[src/rtl/acc_feeder_pkg.sv]
// acc_feeder_pkg
//   Shared definitions for the accelerator operand feeder: FSM state
//   encoding, default lane counts/widths and a small state-decode helper.
package acc_feeder_pkg;

  localparam int DEF_DATA_WIDTH = 8;
  localparam int DEF_IFM_LANES  = 9;
  localparam int DEF_WGT_LANES  = 9;
  localparam int DEF_BIAS_BYTES = 4;
  localparam int DEF_ADDR_WIDTH = 16;
  localparam int CNT_W          = 8;   // element counter width, lanes < 256

  typedef enum logic [2:0] {
    ST_IDLE = 3'd0,
    ST_BIAS = 3'd1,
    ST_WGT  = 3'd2,
    ST_IFM  = 3'd3,
    ST_FIRE = 3'd4,
    ST_DONE = 3'd5
  } feeder_state_e;

  function automatic logic state_is_busy(feeder_state_e s);
    return (s == ST_BIAS) || (s == ST_WGT) || (s == ST_IFM) || (s == ST_FIRE);
  endfunction

endpackage

[src/rtl/acc_feeder_rd_port.sv]
// feeder_rd_port
//   Single-outstanding memory read port. Owns the request/address/valid
//   handshake and the pending flag.
//   Ports:
//     clk, rst_n                 clock, async active-low reset
//     issue_i, issue_addr_i      launch a read (only when idle or on rsp_valid_o)
//     mem_rd_req_o, mem_rd_addr_o request, held until the matching valid
//     mem_rd_valid_i, mem_rd_data_i  memory response
//     rsp_valid_o, rsp_data_o    response qualified by a pending request
module feeder_rd_port
  import acc_feeder_pkg::*;
#(
  parameter int DATA_WIDTH = DEF_DATA_WIDTH,
  parameter int ADDR_WIDTH = DEF_ADDR_WIDTH
) (
  input  logic                  clk,
  input  logic                  rst_n,
  input  logic                  issue_i,
  input  logic [ADDR_WIDTH-1:0] issue_addr_i,
  output logic                  mem_rd_req_o,
  output logic [ADDR_WIDTH-1:0] mem_rd_addr_o,
  input  logic                  mem_rd_valid_i,
  input  logic [DATA_WIDTH-1:0] mem_rd_data_i,
  output logic                  rsp_valid_o,
  output logic [DATA_WIDTH-1:0] rsp_data_o
);

  logic                  pending_q, pending_d;
  logic [ADDR_WIDTH-1:0] addr_q, addr_d;

  // A valid with nothing pending is dropped here, so the FSM never sees it.
  assign rsp_valid_o = mem_rd_valid_i & pending_q;
  assign rsp_data_o  = mem_rd_data_i;

  // Re-issuing in the response cycle keeps the port busy back-to-back; the
  // new address only appears on the bus from the following cycle.
  always_comb begin
    pending_d = pending_q;
    addr_d    = addr_q;
    if (issue_i) begin
      pending_d = 1'b1;
      addr_d    = issue_addr_i;
    end else if (rsp_valid_o) begin
      pending_d = 1'b0;
    end
  end

  always_ff @(posedge clk or negedge rst_n) begin
    if (!rst_n) begin
      pending_q <= 1'b0;
      addr_q    <= '0;
    end else begin
      pending_q <= pending_d;
      addr_q    <= addr_d;
    end
  end

  assign mem_rd_req_o  = pending_q;
  assign mem_rd_addr_o = pending_q ? addr_q : '0;

endmodule

[src/rtl/acc_feeder.sv]
// acc_feeder
//   Fetches a bias word, a weight vector and a sequence of IFM windows from
//   memory and presents them to the accelerator with a one-cycle acc_start.
//   Ports:
//     clk, rst_n                          clock, async active-low reset
//     cfg_start, cfg_base_wgt,
//     cfg_base_ifm, cfg_num_windows       job configuration (sampled in IDLE)
//     mem_rd_req/addr, mem_rd_valid/data  memory read handshake
//     acc_start, bias_out, wgt_out,
//     ifm_out                             accelerator operands (lane 0 at LSB)
//     busy, done                          job status
//
//   state | meaning
//   IDLE  | waiting for cfg_start
//   BIAS  | fetching BIAS_BYTES bias elements, little-endian
//   WGT   | fetching WGT_LANES weight elements
//   IFM   | fetching IFM_LANES elements of the current window into the shadow
//   FIRE  | one cycle, acc_start=1, operands just loaded from the shadows
//   DONE  | one cycle completion pulse
module acc_feeder
  import acc_feeder_pkg::*;
#(
  parameter int DATA_WIDTH = DEF_DATA_WIDTH,
  parameter int IFM_LANES  = DEF_IFM_LANES,
  parameter int WGT_LANES  = DEF_WGT_LANES,
  parameter int BIAS_BYTES = DEF_BIAS_BYTES,
  parameter int ADDR_WIDTH = DEF_ADDR_WIDTH
) (
  input  logic                             clk,
  input  logic                             rst_n,
  input  logic                             cfg_start,
  input  logic [ADDR_WIDTH-1:0]            cfg_base_wgt,
  input  logic [ADDR_WIDTH-1:0]            cfg_base_ifm,
  input  logic [15:0]                      cfg_num_windows,
  output logic                             mem_rd_req,
  output logic [ADDR_WIDTH-1:0]            mem_rd_addr,
  input  logic                             mem_rd_valid,
  input  logic [DATA_WIDTH-1:0]            mem_rd_data,
  output logic                             acc_start,
  output logic [DATA_WIDTH*BIAS_BYTES-1:0] bias_out,
  output logic [DATA_WIDTH*WGT_LANES-1:0]  wgt_out,
  output logic [DATA_WIDTH*IFM_LANES-1:0]  ifm_out,
  output logic                             busy,
  output logic                             done
);

  localparam logic [CNT_W-1:0] BIAS_LAST = CNT_W'(BIAS_BYTES - 1);
  localparam logic [CNT_W-1:0] WGT_LAST  = CNT_W'(WGT_LANES - 1);
  localparam logic [CNT_W-1:0] IFM_LAST  = CNT_W'(IFM_LANES - 1);

  feeder_state_e state_q, state_d;

  logic [CNT_W-1:0]      elem_q, elem_d;
  logic [15:0]           win_q, win_d;
  logic [ADDR_WIDTH-1:0] ptr_q, ptr_d;
  logic [ADDR_WIDTH-1:0] base_ifm_q;
  logic [15:0]           num_win_q;
  logic                  lat_cfg;

  logic                  issue;
  logic [ADDR_WIDTH-1:0] issue_addr;
  logic                  rsp_valid;
  logic [DATA_WIDTH-1:0] rsp_data;

  logic [DATA_WIDTH*BIAS_BYTES-1:0] bias_sh_q, bias_q;
  logic [DATA_WIDTH*WGT_LANES-1:0]  wgt_sh_q, wgt_q;
  logic [DATA_WIDTH*IFM_LANES-1:0]  ifm_sh_q, ifm_q, ifm_nxt;

  feeder_rd_port #(
    .DATA_WIDTH (DATA_WIDTH),
    .ADDR_WIDTH (ADDR_WIDTH)
  ) u_rd_port (
    .clk            (clk),
    .rst_n          (rst_n),
    .issue_i        (issue),
    .issue_addr_i   (issue_addr),
    .mem_rd_req_o   (mem_rd_req),
    .mem_rd_addr_o  (mem_rd_addr),
    .mem_rd_valid_i (mem_rd_valid),
    .mem_rd_data_i  (mem_rd_data),
    .rsp_valid_o    (rsp_valid),
    .rsp_data_o     (rsp_data)
  );

  // Bias and weights are one contiguous run from cfg_base_wgt, and the IFM
  // windows are one contiguous run from cfg_base_ifm, so a single pointer
  // walks both. Each next read is launched in the cycle its predecessor
  // returns; FIRE launches the first read of the following window.
  always_comb begin
    state_d    = state_q;
    elem_d     = elem_q;
    win_d      = win_q;
    ptr_d      = ptr_q;
    issue      = 1'b0;
    issue_addr = ptr_q;
    lat_cfg    = 1'b0;
    unique case (state_q)
      ST_IDLE: begin
        if (cfg_start) begin
          state_d    = ST_BIAS;
          lat_cfg    = 1'b1;
          issue      = 1'b1;
          issue_addr = cfg_base_wgt;
          ptr_d      = cfg_base_wgt + 1'b1;
          elem_d     = '0;
          win_d      = '0;
        end
      end
      ST_BIAS: begin
        if (rsp_valid) begin
          issue = 1'b1;
          ptr_d = ptr_q + 1'b1;
          if (elem_q == BIAS_LAST) begin
            state_d = ST_WGT;
            elem_d  = '0;
          end else begin
            elem_d = elem_q + 1'b1;
          end
        end
      end
      ST_WGT: begin
        if (rsp_valid) begin
          if (elem_q == WGT_LAST) begin
            elem_d = '0;
            if (num_win_q == 16'd0) begin
              state_d = ST_DONE;
            end else begin
              state_d    = ST_IFM;
              issue      = 1'b1;
              issue_addr = base_ifm_q;
              ptr_d      = base_ifm_q + 1'b1;
            end
          end else begin
            issue  = 1'b1;
            ptr_d  = ptr_q + 1'b1;
            elem_d = elem_q + 1'b1;
          end
        end
      end
      ST_IFM: begin
        if (rsp_valid) begin
          if (elem_q == IFM_LAST) begin
            state_d = ST_FIRE;
            elem_d  = '0;
          end else begin
            issue  = 1'b1;
            ptr_d  = ptr_q + 1'b1;
            elem_d = elem_q + 1'b1;
          end
        end
      end
      ST_FIRE: begin
        win_d = win_q + 16'd1;
        if (win_q + 16'd1 == num_win_q) begin
          state_d = ST_DONE;
        end else begin
          state_d = ST_IFM;
          issue   = 1'b1;
          ptr_d   = ptr_q + 1'b1;
        end
      end
      ST_DONE: state_d = ST_IDLE;
      default: state_d = ST_IDLE;
    endcase
  end

  // IFM shadow with the arriving element merged in; the last element of a
  // window lands in the shadow and on ifm_out on the same edge.
  always_comb begin
    ifm_nxt = ifm_sh_q;
    if (rsp_valid && state_q == ST_IFM) begin
      for (int i = 0; i < IFM_LANES; i++) begin
        if (elem_q == CNT_W'(i)) ifm_nxt[i*DATA_WIDTH +: DATA_WIDTH] = rsp_data;
      end
    end
  end

  always_ff @(posedge clk or negedge rst_n) begin
    if (!rst_n) begin
      state_q    <= ST_IDLE;
      elem_q     <= '0;
      win_q      <= '0;
      ptr_q      <= '0;
      base_ifm_q <= '0;
      num_win_q  <= '0;
    end else begin
      state_q <= state_d;
      elem_q  <= elem_d;
      win_q   <= win_d;
      ptr_q   <= ptr_d;
      if (lat_cfg) begin
        base_ifm_q <= cfg_base_ifm;
        num_win_q  <= cfg_num_windows;
      end
    end
  end

  always_ff @(posedge clk or negedge rst_n) begin
    if (!rst_n) begin
      bias_sh_q <= '0;
      wgt_sh_q  <= '0;
      ifm_sh_q  <= '0;
      bias_q    <= '0;
      wgt_q     <= '0;
      ifm_q     <= '0;
    end else begin
      if (rsp_valid && state_q == ST_BIAS) begin
        for (int i = 0; i < BIAS_BYTES; i++) begin
          if (elem_q == CNT_W'(i)) bias_sh_q[i*DATA_WIDTH +: DATA_WIDTH] <= rsp_data;
        end
      end
      if (rsp_valid && state_q == ST_WGT) begin
        for (int i = 0; i < WGT_LANES; i++) begin
          if (elem_q == CNT_W'(i)) wgt_sh_q[i*DATA_WIDTH +: DATA_WIDTH] <= rsp_data;
        end
      end
      if (rsp_valid && state_q == ST_IFM) ifm_sh_q <= ifm_nxt;
      if (state_q == ST_IFM && state_d == ST_FIRE) begin
        ifm_q  <= ifm_nxt;
        wgt_q  <= wgt_sh_q;
        bias_q <= bias_sh_q;
      end
    end
  end

  assign acc_start = (state_q == ST_FIRE);
  assign done      = (state_q == ST_DONE);
  assign busy      = state_is_busy(state_q);
  assign bias_out  = bias_q;
  assign wgt_out   = wgt_q;
  assign ifm_out   = ifm_q;

endmodule

[config.mk]
export PLATFORM = sky130hd
export DESIGN_NAME = acc_feeder
export DESIGN_NICKNAME = d
export VERILOG_FILES = /design/src/rtl/acc_feeder_pkg.sv /design/src/rtl/acc_feeder_rd_port.sv /design/src/rtl/acc_feeder.sv
export SDC_FILE = /design/constraint.sdc
export NUM_CORES = 1
export LEC_CHECK = 0
export CORE_ASPECT_RATIO = 0.9
export CORE_UTILIZATION = 60
export CTS_BUF_LIST = sky130_fd_sc_hd__clkbuf_16
export CTS_CLUSTER_SIZE = 24
export DETAILED_ROUTE_END_ITERATION = 8
export DONT_BUFFER_PORTS = 1
export HOLD_SLACK_MARGIN = 0.08
export PLACE_DENSITY_LB_ADDON = 0.2
export SLEW_MARGIN = 10
export SYNTH_ARGS = -nofsm -noshare
export SYNTH_HDL_FRONTEND = slang
export SYNTH_SLANG_ARGS = --single-unit
[constraint.sdc]
create_clock -name clk -period 3.55 [get_ports clk]
set_input_delay 0.71 -clock clk [delete_from_list [all_inputs] [get_ports clk]]
set_output_delay 0.71 -clock clk [all_outputs]
set_load 0.02 [all_outputs]
**Word-level counts from Yosys, hierarchy flattened**

Index checks and enable logic that the tools add are counted.
Widths: inputs -> output; s select.

- Add/subtract/negate cells: 5
- Reductions and logical operators: 31
- Muxes and demuxes: 55
- Bitwise operators: 1
- Equal/unequal tests: 23

Operators by type and width:

| kind | count |
|---|---|
| $mux 16 | 14 |
| $mux 8 | 14 |
| $pmux 16 s5 | 1 |
| $mux 72 | 1 |
| $add 16x1->16 const B | 4 |
| $pmux 16 s2 | 2 |
| $eq 8x3->1 const B | 4 |
| $reduce_and 2->1 | 14 |
| $mux 3 | 9 |
| $pmux 8 s3 | 1 |
| $eq 16x16->1 | 1 |
| $eq 8x2->1 const B | 2 |
| $logic_not 16->1 | 1 |
| $pmux 3 s5 | 1 |
| $ne 2x2->1 const B | 6 |
| $mux 1 | 11 |
| $eq 3x3->1 const B | 3 |
| $add 8x1->8 const B | 1 |
| $eq 8x1->1 const B | 1 |
| $eq 8x4->1 const B | 1 |
| $logic_not 8->1 | 1 |
| $reduce_and 8->1 | 1 |
| $eq 3x2->1 const B | 2 |
| $pmux 1 s5 | 1 |
| other kinds (12) | 18 |

- Input bits: 60
- Flip-flop bits (word level): 444
- Logic and storage cells: 140
- Output and inout port bits: 196

**Longest topological paths before layout**

Gate-level depths: netlist of run 1.

- Depth after elaboration: 7
- Mapped depth: 12
- Gate-level depth less buffers: 9

**Hierarchy**

From an unflattened synthesis of run 1, not the netlist that was laid out.

- Cells, all modules: 1804
- Area, all modules: 19030.8 um^2

Modules (own cells, without submodules):

| module | area an instance (um^2) | cells an instance | sequential area each (um^2) | instances |
|---|---|---|---|---|
| acc_feeder | 18177.4 | 1741 | 10485.1 | 1 |
| feeder_rd_port | 853.3 | 63 | 425.4 | 1 |

**Worst setup path after synthesis of run 1**

No wires, ideal clock.

- Kind: register to register
- From: reg win_q[0]
- To: reg u_rd_port.addr_q[15]
- Cell stages (with the launch flop): 12
- Data arrival time: 2700 ps
- Setup slack: 725 ps
- Path buffers: 3
- Setup time: 125 ps
- Path through: dfrtp_1 ha_1 buf_2 nand4_1 or4_1 a211oi_1 o211ai_1 nor4_2 nand2b_1 buf_6 buf_12 mux2_4

- Word-level cells in the longest chain between the ends: 4

RTL lines:

| element | RTL line | RTL |
|---|---|---|
| start: declaration | acc_feeder.sv:54 | `logic [15:0] win_q, win_d;` |
| start signal: assignment | acc_feeder.sv:189 | `win_q <= win_d;` |
| $add 16x1->16 | acc_feeder.sv:154 | `if (win_q + 16'd1 == num_win_q) begin` |
| $eq 16x16->1 | acc_feeder.sv:154 |  |
| $mux 1 | acc_feeder.sv:154 |  |
| $pmux 1 s5 | acc_feeder.sv:97 | `unique case (state_q)` |
| end signal: assignment | acc_feeder_rd_port.sv:54 | `addr_q <= addr_d;` |
| end: declaration | acc_feeder_rd_port.sv:29 | `logic [ADDR_WIDTH-1:0] addr_q, addr_d;` |

Every way passes these cells.
A chain may end at the register's enable or synchronous reset.

**Worst setup path in the final report of run 1**

- From: reg win_q[0]
- To: reg u_rd_port.addr_q[12]

The elaborated chain is that of the path after synthesis.

==> metrics.md, run 1 <==
| Metric | Value |
|---|---|
| Setup crit start kind | `flip-flop` |
| Leak | `10.5 nW` |
| Failing checks | `negative hold slack` |
| Seq. cell area | `10900 µm²` |
| CP Capture Type | `flip-flop` |
| Max cap viols | `0` |
| Inst Count DP | `2141` |
| Relative slew margins | `0.277` |
| Worst slew pin tran | `1.08 ns` |
| Multi-input logic area | `7570 µm²` |
| Dpl hpwl | `29100 µm` |
| PwrDens | `632 nW/µm²` |
| Synth area leader | `dfrtp_1` |
| Hold_ws | `-0.151 ns` |
| Layout Skew | `0.0150 ns` |
| Status | `finished with violations` |
| Netlist cell types | `63` |
| Final max-slew violation count | `0` |
| Slowest CP cell | `or4_1` |
| RSZ-0062 raised after global routing | `false` |
| # rows | `61` |
| Final Cycle Share | `0.893` |
| Post-Synth Simple-Gate Area | `0.179` |
| Num CTS Buffers | `43` |
| Mapped Cells | `1810` |
| Longest Clk Path Bufs | `3` |
| Wire length per cell | `20.6 µm` |
| N_diodes | `0` |
| Root buffer cell | `clkbuf_16` |
| Core Area | `31000 µm²` |
| CTS tree | `yes` |
| Min Tclk post-route | `3.17 ns` |
| Syn_nets | `1878` |
| 1st-iter DRT viols | `1034` |
| Synth top area share | `0.575` |
| Die area | `32400 µm²` |
| Layout Cells excl Fill | `2217` |
| Final-stage net count | `1845` |
| Most common cell after layout, fill and taps aside | `nand2_1` |
| Ratio of cells with drive above 1 in the final layout | `0.178` |
| Post-synthesis mux area share | `0.134` |
| Setup TNS | `0 ns` |
| Routed vias | `13000` |
| Worst path top cell family by delay | `simple AND/OR/NAND/NOR gates` |
| Register area share after synthesis | `0.575` |
| Worst-Skew Late Latency | `0.56 ns` |
| Vias in the first global route | `12700` |
| Placer Congestion | `0.911` |
| Delay of the slowest critical-path stage | `0.54 ns` |
| Worst-path clk slew | `0.06 ns` |
| Final ANT Viol Nets | `0` |
| Peak Freq | `315 MHz` |
| Cell area after synthesis | `19000 µm²` |
| Total track usage | `0.286` |
| Largest family of logic cells by synthesized area | `simple AND/OR/NAND/NOR gates` |
| Number of buffers added on ports | `0` |
| Signal arrival time at the worst endpoint | `3.61 ns` |
| First-pass GRT wire length | `72000 µm` |
| Asr flop ratio synth | `1.00` |
| Mean post-synth cell area | `10.5 µm²` |
| Vias/cell | `5.86` |
| Adder-Cell Fraction of Synth Area | `0.00580` |
| Worst IR Drop VDD | `479 µV` |
| H-tree Lvls | `2` |
| Hold Violations, Final | `238` |
| Critical path type | `reg2reg` |
| Worst-path fanout max | `33` |
| Most frequent cells in the layout | `nand2_1, dfrtp_1, mux2_2` |
| IO Count | `256` |
| Area Overhead vs Synth | `8.46%` |
| Post-synth EDFFs | `0` |
| FF+latch count, synth | `436` |
| Filler instances | `2412` |
| Min-delay worst type | `in2async` |
| DRC | `0` |
| Largest net degree at the start of global routing | `437` |
| Ys Warns | `0` |
| Final WL | `45800 µm` |
| Die W | `190 µm` |
| Die Y | `171 µm` |
| Clock Sinks | `436` |
| Complex-gate fraction of the synthesized area | `0.0549` |
| Synth top area cells | `dfrtp_1, nand2_1, mux2_2` |
| Starting Density | `0.613` |
| XOR/XNOR Fraction of Synth Area | `0.0245` |
| CP Buf/Inv Count | `1` |
| Initial antenna violation count | `0` |
| Critical Path RT | `3.99 ns` |
| Global route overflow | `0` |
| Ys flop type | `dfrtp_1` |
| # setup viols final | `0` |
| Drt pass-1 iters | `5` |
| Worst path cell trace | `ha_1, nand4_1, or4_1, a211oi_1, o211ai_1, nor4_2, nand2b_1, buf_12, mux2_2` |
## synthesized netlist by cell type (3+ instances only)
library cell  count
o41ai_1           3
nor3_1           10
o21ai_0          71
nand4_1          22
o31ai_1           6
a21oi_1          17
o32ai_1           5
a211oi_1          6
or2_2             3
nor4_1           12
buf_1             6
mux2i_1           3
and2_1           21
nand2b_1          7
xor2_1           26
and4_1            8
nand3_1          39
buf_2            20
clkbuf_1         74
o211ai_1          5
a31oi_1           6
xnor2_1          27
o2111ai_1         3
nand2_1         625
ha_1              8
mux2_4           16
a22oi_1          15
inv_1            15
o221ai_1          4
and3_1            7
nor2_1           38
mux2_2          202
a21o_1            3
o22ai_1           4
dfrtp_1         436
## power by group
group	internal (mW)	leakage, nW	switching, mW
Clock	2.29	0.663	1.92
Combinational	1.16	3.98	1.22
Sequential	5.74	5.87	0.689
Total	9.18	10.5	3.83
## registers in the layout, indices dropped and copies added (netlist names)
name                    cells
base_ifm_q                 16
bias_out                   32
bias_sh_q                  32
elem_q                      8
ifm_out                    72
ifm_sh_q                   64
num_win_q                  16
ptr_q                      16
state_q                     3
u_rd_port.addr_q           16
u_rd_port.mem_rd_req_o      1
wgt_out                    72
wgt_sh_q                   72
win_q                      16
## layout make-up
type	count	area share
clock buffers	43	0.0523
clock inverters	33	0.0106
flip-flops and latches	436	0.530
well taps	409	0.0249
multi-input cells	1253	0.368
repair buffers	27	0.0117
inverters	16	0.00292
## logic make-up after synthesis
group,Yosys count
AO/OA/AOI/OAI,162
XOR/XNOR,53
adder cells (fa/ha/maj),9
buffers and inverters,121
flip-flops,436
multiplexers,221
AND/OR/NAND/NOR,808
## routing by layer
layer / vias to the layer above / global-route usage / wire length, µm
met5: - / 0 / 0
met4: 0 / 0.0870 / 1040
met3: 74 / 0.0775 / 3400
met2: 386 / 0.442 / 21300
met1: 6547 / 0.398 / 20000
li1: 5988 / - / -
## through the flow
stage | setup slack, ns | hold WS (ns) | util | instance area (µm²) | total power, mW
finish | 0.378 | -0.151 | 0.665 | 20600 | 13.0
global route | 0.233 | -0.178 | 0.665 | 20600 | 13.7
CTS | 0.365 | -0.167 | 0.665 | 20600 | 13.1
detailed placement | 0.393 | 0.426 | 0.623 | 19300 | 8.87
global placement | 0.461 | 0.425 | 0.623 | 19300 | 8.77
floorplan | 0.725 | 0.414 | - | 19000 | 8.21
## timing repair
| action | in CTS | in global routing |
|---|---|---|
| resized for setup | 0 | 0 |
| buffers inserted | 0 | 0 |
| endpoints found under the hold margin | 436 | 436 |
## path summary, 6_finish.rpt
check	start	to	slack, ns	depth (start not counted)
worst min-delay path	rst_n	wgt_out[30]$_DFFE_PN0P_	-0.15	0
max in group asynchronous	rst_n	ifm_sh_q[27]$_DFFE_PN0P_	2.92	0
min in group clk	mem_rd_valid	u_rd_port.mem_rd_req_o$_DFFE_PN0P_	0.26	1
worst max-delay path	win_q[0]$_DFFE_PN0P_	u_rd_port.addr_q[12]$_DFFE_PN0P_	0.38	9
worst max register to register	win_q[0]$_DFFE_PN0P_	u_rd_port.addr_q[12]$_DFFE_PN0P_	0.38	9
worst min register to register	bias_sh_q[13]$_DFFE_PN0P_	bias_out[13]$_DFFE_PN0P_	0.46	2
Power figures use the tool's default switching activity.
==> run 2, diff against run 1 <==
--- a/config.mk
+++ b/config.mk
@@ -5,6 +5,7 @@
 export SDC_FILE = /design/constraint.sdc
 export NUM_CORES = 1
 export LEC_CHECK = 0
+export ABC_AREA = 1
 export CORE_ASPECT_RATIO = 0.9
 export CORE_UTILIZATION = 60
 export CTS_BUF_LIST = sky130_fd_sc_hd__clkbuf_16
==> run 2 against run 1 <==
Net effect:
- wire length rose by 10%
- total power rose by 12%
- largest power group unchanged
- via count rose by 20%
- highest routed layer unchanged
- fmax rose by 4.9%
- critical endpoint is now busy
- the run ends with negative hold slack, max-slew violations left
- setup slack improved by 0.15 ns
- final area rose by 2.6%
- die area rose by 2.9%
==> metrics.md, run 2 <==
| Metric | Value |
|---|---|
| Status | `finished with violations` |
| Failing checks | `negative hold slack, max-slew violations` |
| Leak | `10.8 nW` |
| RR Endpoint | `ptr_q[11]$_DFFE_PN0P_` |
| H-tree Lvls | `2` |
| Post-DP Area | `19700 µm²` |
| Relative slew margins | `-0.516` |
| CP Capture Type | `output pin` |
| Design area | `21100 µm²` |
| Most frequent cells in the layout | `nand2_1, dfrtp_1, o21ai_0` |
| Worst IR Drop VDD | `445 µV` |
| R2r startpoint | `state_q[1]$_DFF_PN0_` |
| Largest net degree at the start of global routing | `437` |
| # rows | `62` |
| Final Cycle Share | `0.851` |
| Num CTS Buffers | `43` |
| Synth top area share | `0.559` |
| Critical Path Source | `state_q[1]$_DFF_PN0_` |
| Layout Skew | `0.0156 ns` |
| PwrDens | `688 nW/µm²` |
| Wire length per cell | `18.0 µm` |
| Worst-path fanout max | `14` |
| Peak Freq | `331 MHz` |
| Wire length on met1 | `21500 µm` |
| Resize count post-CTS | `0` |
| Drt pass-1 iters | `5` |
| Mean post-synth cell area | `8.15 µm²` |
| Core Area | `32000 µm²` |
| Critical path type | `reg2out` |
| R2R cell count | `10` |
| Delay of the slowest critical-path stage | `0.70 ns` |
| Global route overflow | `0` |
| Worst slew pin tran | `2.27 ns` |
| Worst-path clk slew | `0.06 ns` |
| FF-to-FF setup slack | `0.84 ns` |
| Synth top area cells | `dfrtp_1, nand2_1, o21ai_0` |
| WL met2 | `22600 µm` |
| Netlist cell types | `37` |
| Critical Path RT | `2.84 ns` |
| Longest Clk Path Bufs | `3` |
| DRC | `0` |
| Area Overhead vs Synth | `8.21%` |
| Total power | `14.5 mW` |
| Slowest CP cell | `nor3_2` |
| Setup repair bufs after CTS | `0` |
| Initial antenna violation count | `0` |
| Ys flop type | `dfrtp_1` |
| Vias in the first global route | `14900` |
| N_diodes | `0` |
| Starting Density | `0.611` |
| # setup viols final | `0` |
| Ys Warns | `0` |
| Post-synth EDFFs | `0` |
| Inst Count DP | `2719` |
| Met3 Wirelength | `4730 µm` |
| FF+latch count, synth | `436` |
| CTS tree | `yes` |
| Most common cell after layout, fill and taps aside | `nand2_1` |
| Final-stage net count | `2416` |
| Min Tclk post-route | `3.02 ns` |
| Mapped Cells | `2398` |
| Filler instances | `2640` |
| Worst path cell trace | `inv_2, nand2_1, nor2_1, nor3_2, inv_1` |
| Final ANT Viol Nets | `0` |
| Setup TNS | `0 ns` |
| First-pass GRT wire length | `80500 µm` |
| Crit path depth | `5` |
| Hold Violations, Final | `38` |
| Final max-slew violation count | `316` |
| Final WL | `50500 µm` |
| Clock Sinks | `436` |
| CP Buf/Inv Count | `2` |
| Number of buffers added on ports | `0` |
| Worst-Skew Late Latency | `0.56 ns` |
| Worst path top cell family by delay | `simple AND/OR/NAND/NOR gates` |
| Setup crit start kind | `flip-flop` |
| Layout Cells excl Fill | `2799` |
| Asr flop ratio synth | `1.00` |
| Final core occ | `0.661` |
| Hold_ws | `-0.140 ns` |
| 1st-iter DRT viols | `1440` |
| End of the critical path | `busy` |
| IO Count | `256` |
| Register area share after synthesis | `0.559` |
| Syn_nets | `2466` |
| Place WS | `0.896 ns` |
| Signal arrival time at the worst endpoint | `2.31 ns` |
| Max Used Layer | `met4` |
| Total track usage | `0.310` |
| Most common cell in the netlist | `nand2_1` |
| Cell area after synthesis | `19500 µm²` |
| Dpl hpwl | `33200 µm` |
| Most common library cells after synthesis | `nand2_1, dfrtp_1, o21ai_0` |
| Synth area leader | `dfrtp_1` |
| Routed vias | `15600` |
| Die Y | `173 µm` |
| Die W | `192 µm` |
| Min-delay worst type | `in2async` |
| Max cap viols | `0` |
| RSZ-0062 raised after global routing | `false` |
| Ratio of cells with drive above 1 in the final layout | `0.0470` |
| Placer Congestion | `0.979` |
| Worst setup margin | `0.527 ns` |
| Vias/cell | `5.59` |
| Root buffer cell | `clkbuf_16` |
| Die area | `33300 µm²` |
-- run 2: worst min path at each step --
stage / cells after the start / from / to
floorplan: 0 / rst_n / base_ifm_q[0]$_DFFE_PN0P_
global placement: 0 / rst_n / u_rd_port.addr_q[1]$_DFFE_PN0P_
detailed placement: 0 / rst_n / u_rd_port.addr_q[3]$_DFFE_PN0P_
CTS: 0 / rst_n / u_rd_port.addr_q[15]$_DFFE_PN0P_
global route: 0 / rst_n / u_rd_port.addr_q[1]$_DFFE_PN0P_
finish: 0 / rst_n / u_rd_port.addr_q[2]$_DFFE_PN0P_
-- run 2: cells by family (layout without fill, tap and decap cells) --
kind of cell	Yosys count	after routing	share of synthesized area
xor gates and xnor gates	24	24	0.0108
buffers and inverters	382	367	0.0776
and+or+nand+nor	1210	1210	0.256
adders and majority gates	8	8	0.00512
AOI/OAI and AO/OA	338	338	0.0917
DFF	436	436	0.559
-- run 2: worst reg2reg max path, stage by stage, from the launching register on --
cell and delay, ns:
dfrtp_1 0.41, inv_2 0.08, nand2_1 0.10, nor2_1 0.07, nor3_2 0.70, inv_1 0.41
o211ai_1 0.31, a21oi_2 0.04, buf_4 0.27, nand3_1 0.15, nand2_1 0.06
-- run 2: layout make-up --
cell class | count | area (µm²) | area share
sequential | 436 | 10900 | 0.516
timing repair buffer | 15 | 138 | 0.00651
multi-input combinational | 1580 | 7110 | 0.337
tap | 416 | 520 | 0.0246
clock inverter | 35 | 300 | 0.0142
clock buffer | 45 | 1130 | 0.0533
inverter | 272 | 1030 | 0.0485
-- run 2: metal layers --
metal  up-vias  global-route usage
li1       7474                   -
met1      7431               0.437
met2       622               0.463
met3       111              0.0810
met4         0               0.112
met5         -                   0
-- run 2: power breakdown --
group | switching, mW | internal (mW) | total, mW
clock | 1.93 | 2.67 | 4.60
sequential | 0.829 | 5.84 | 6.67
combinational | 2.20 | 1.06 | 3.26
total | 4.96 | 9.57 | 14.5
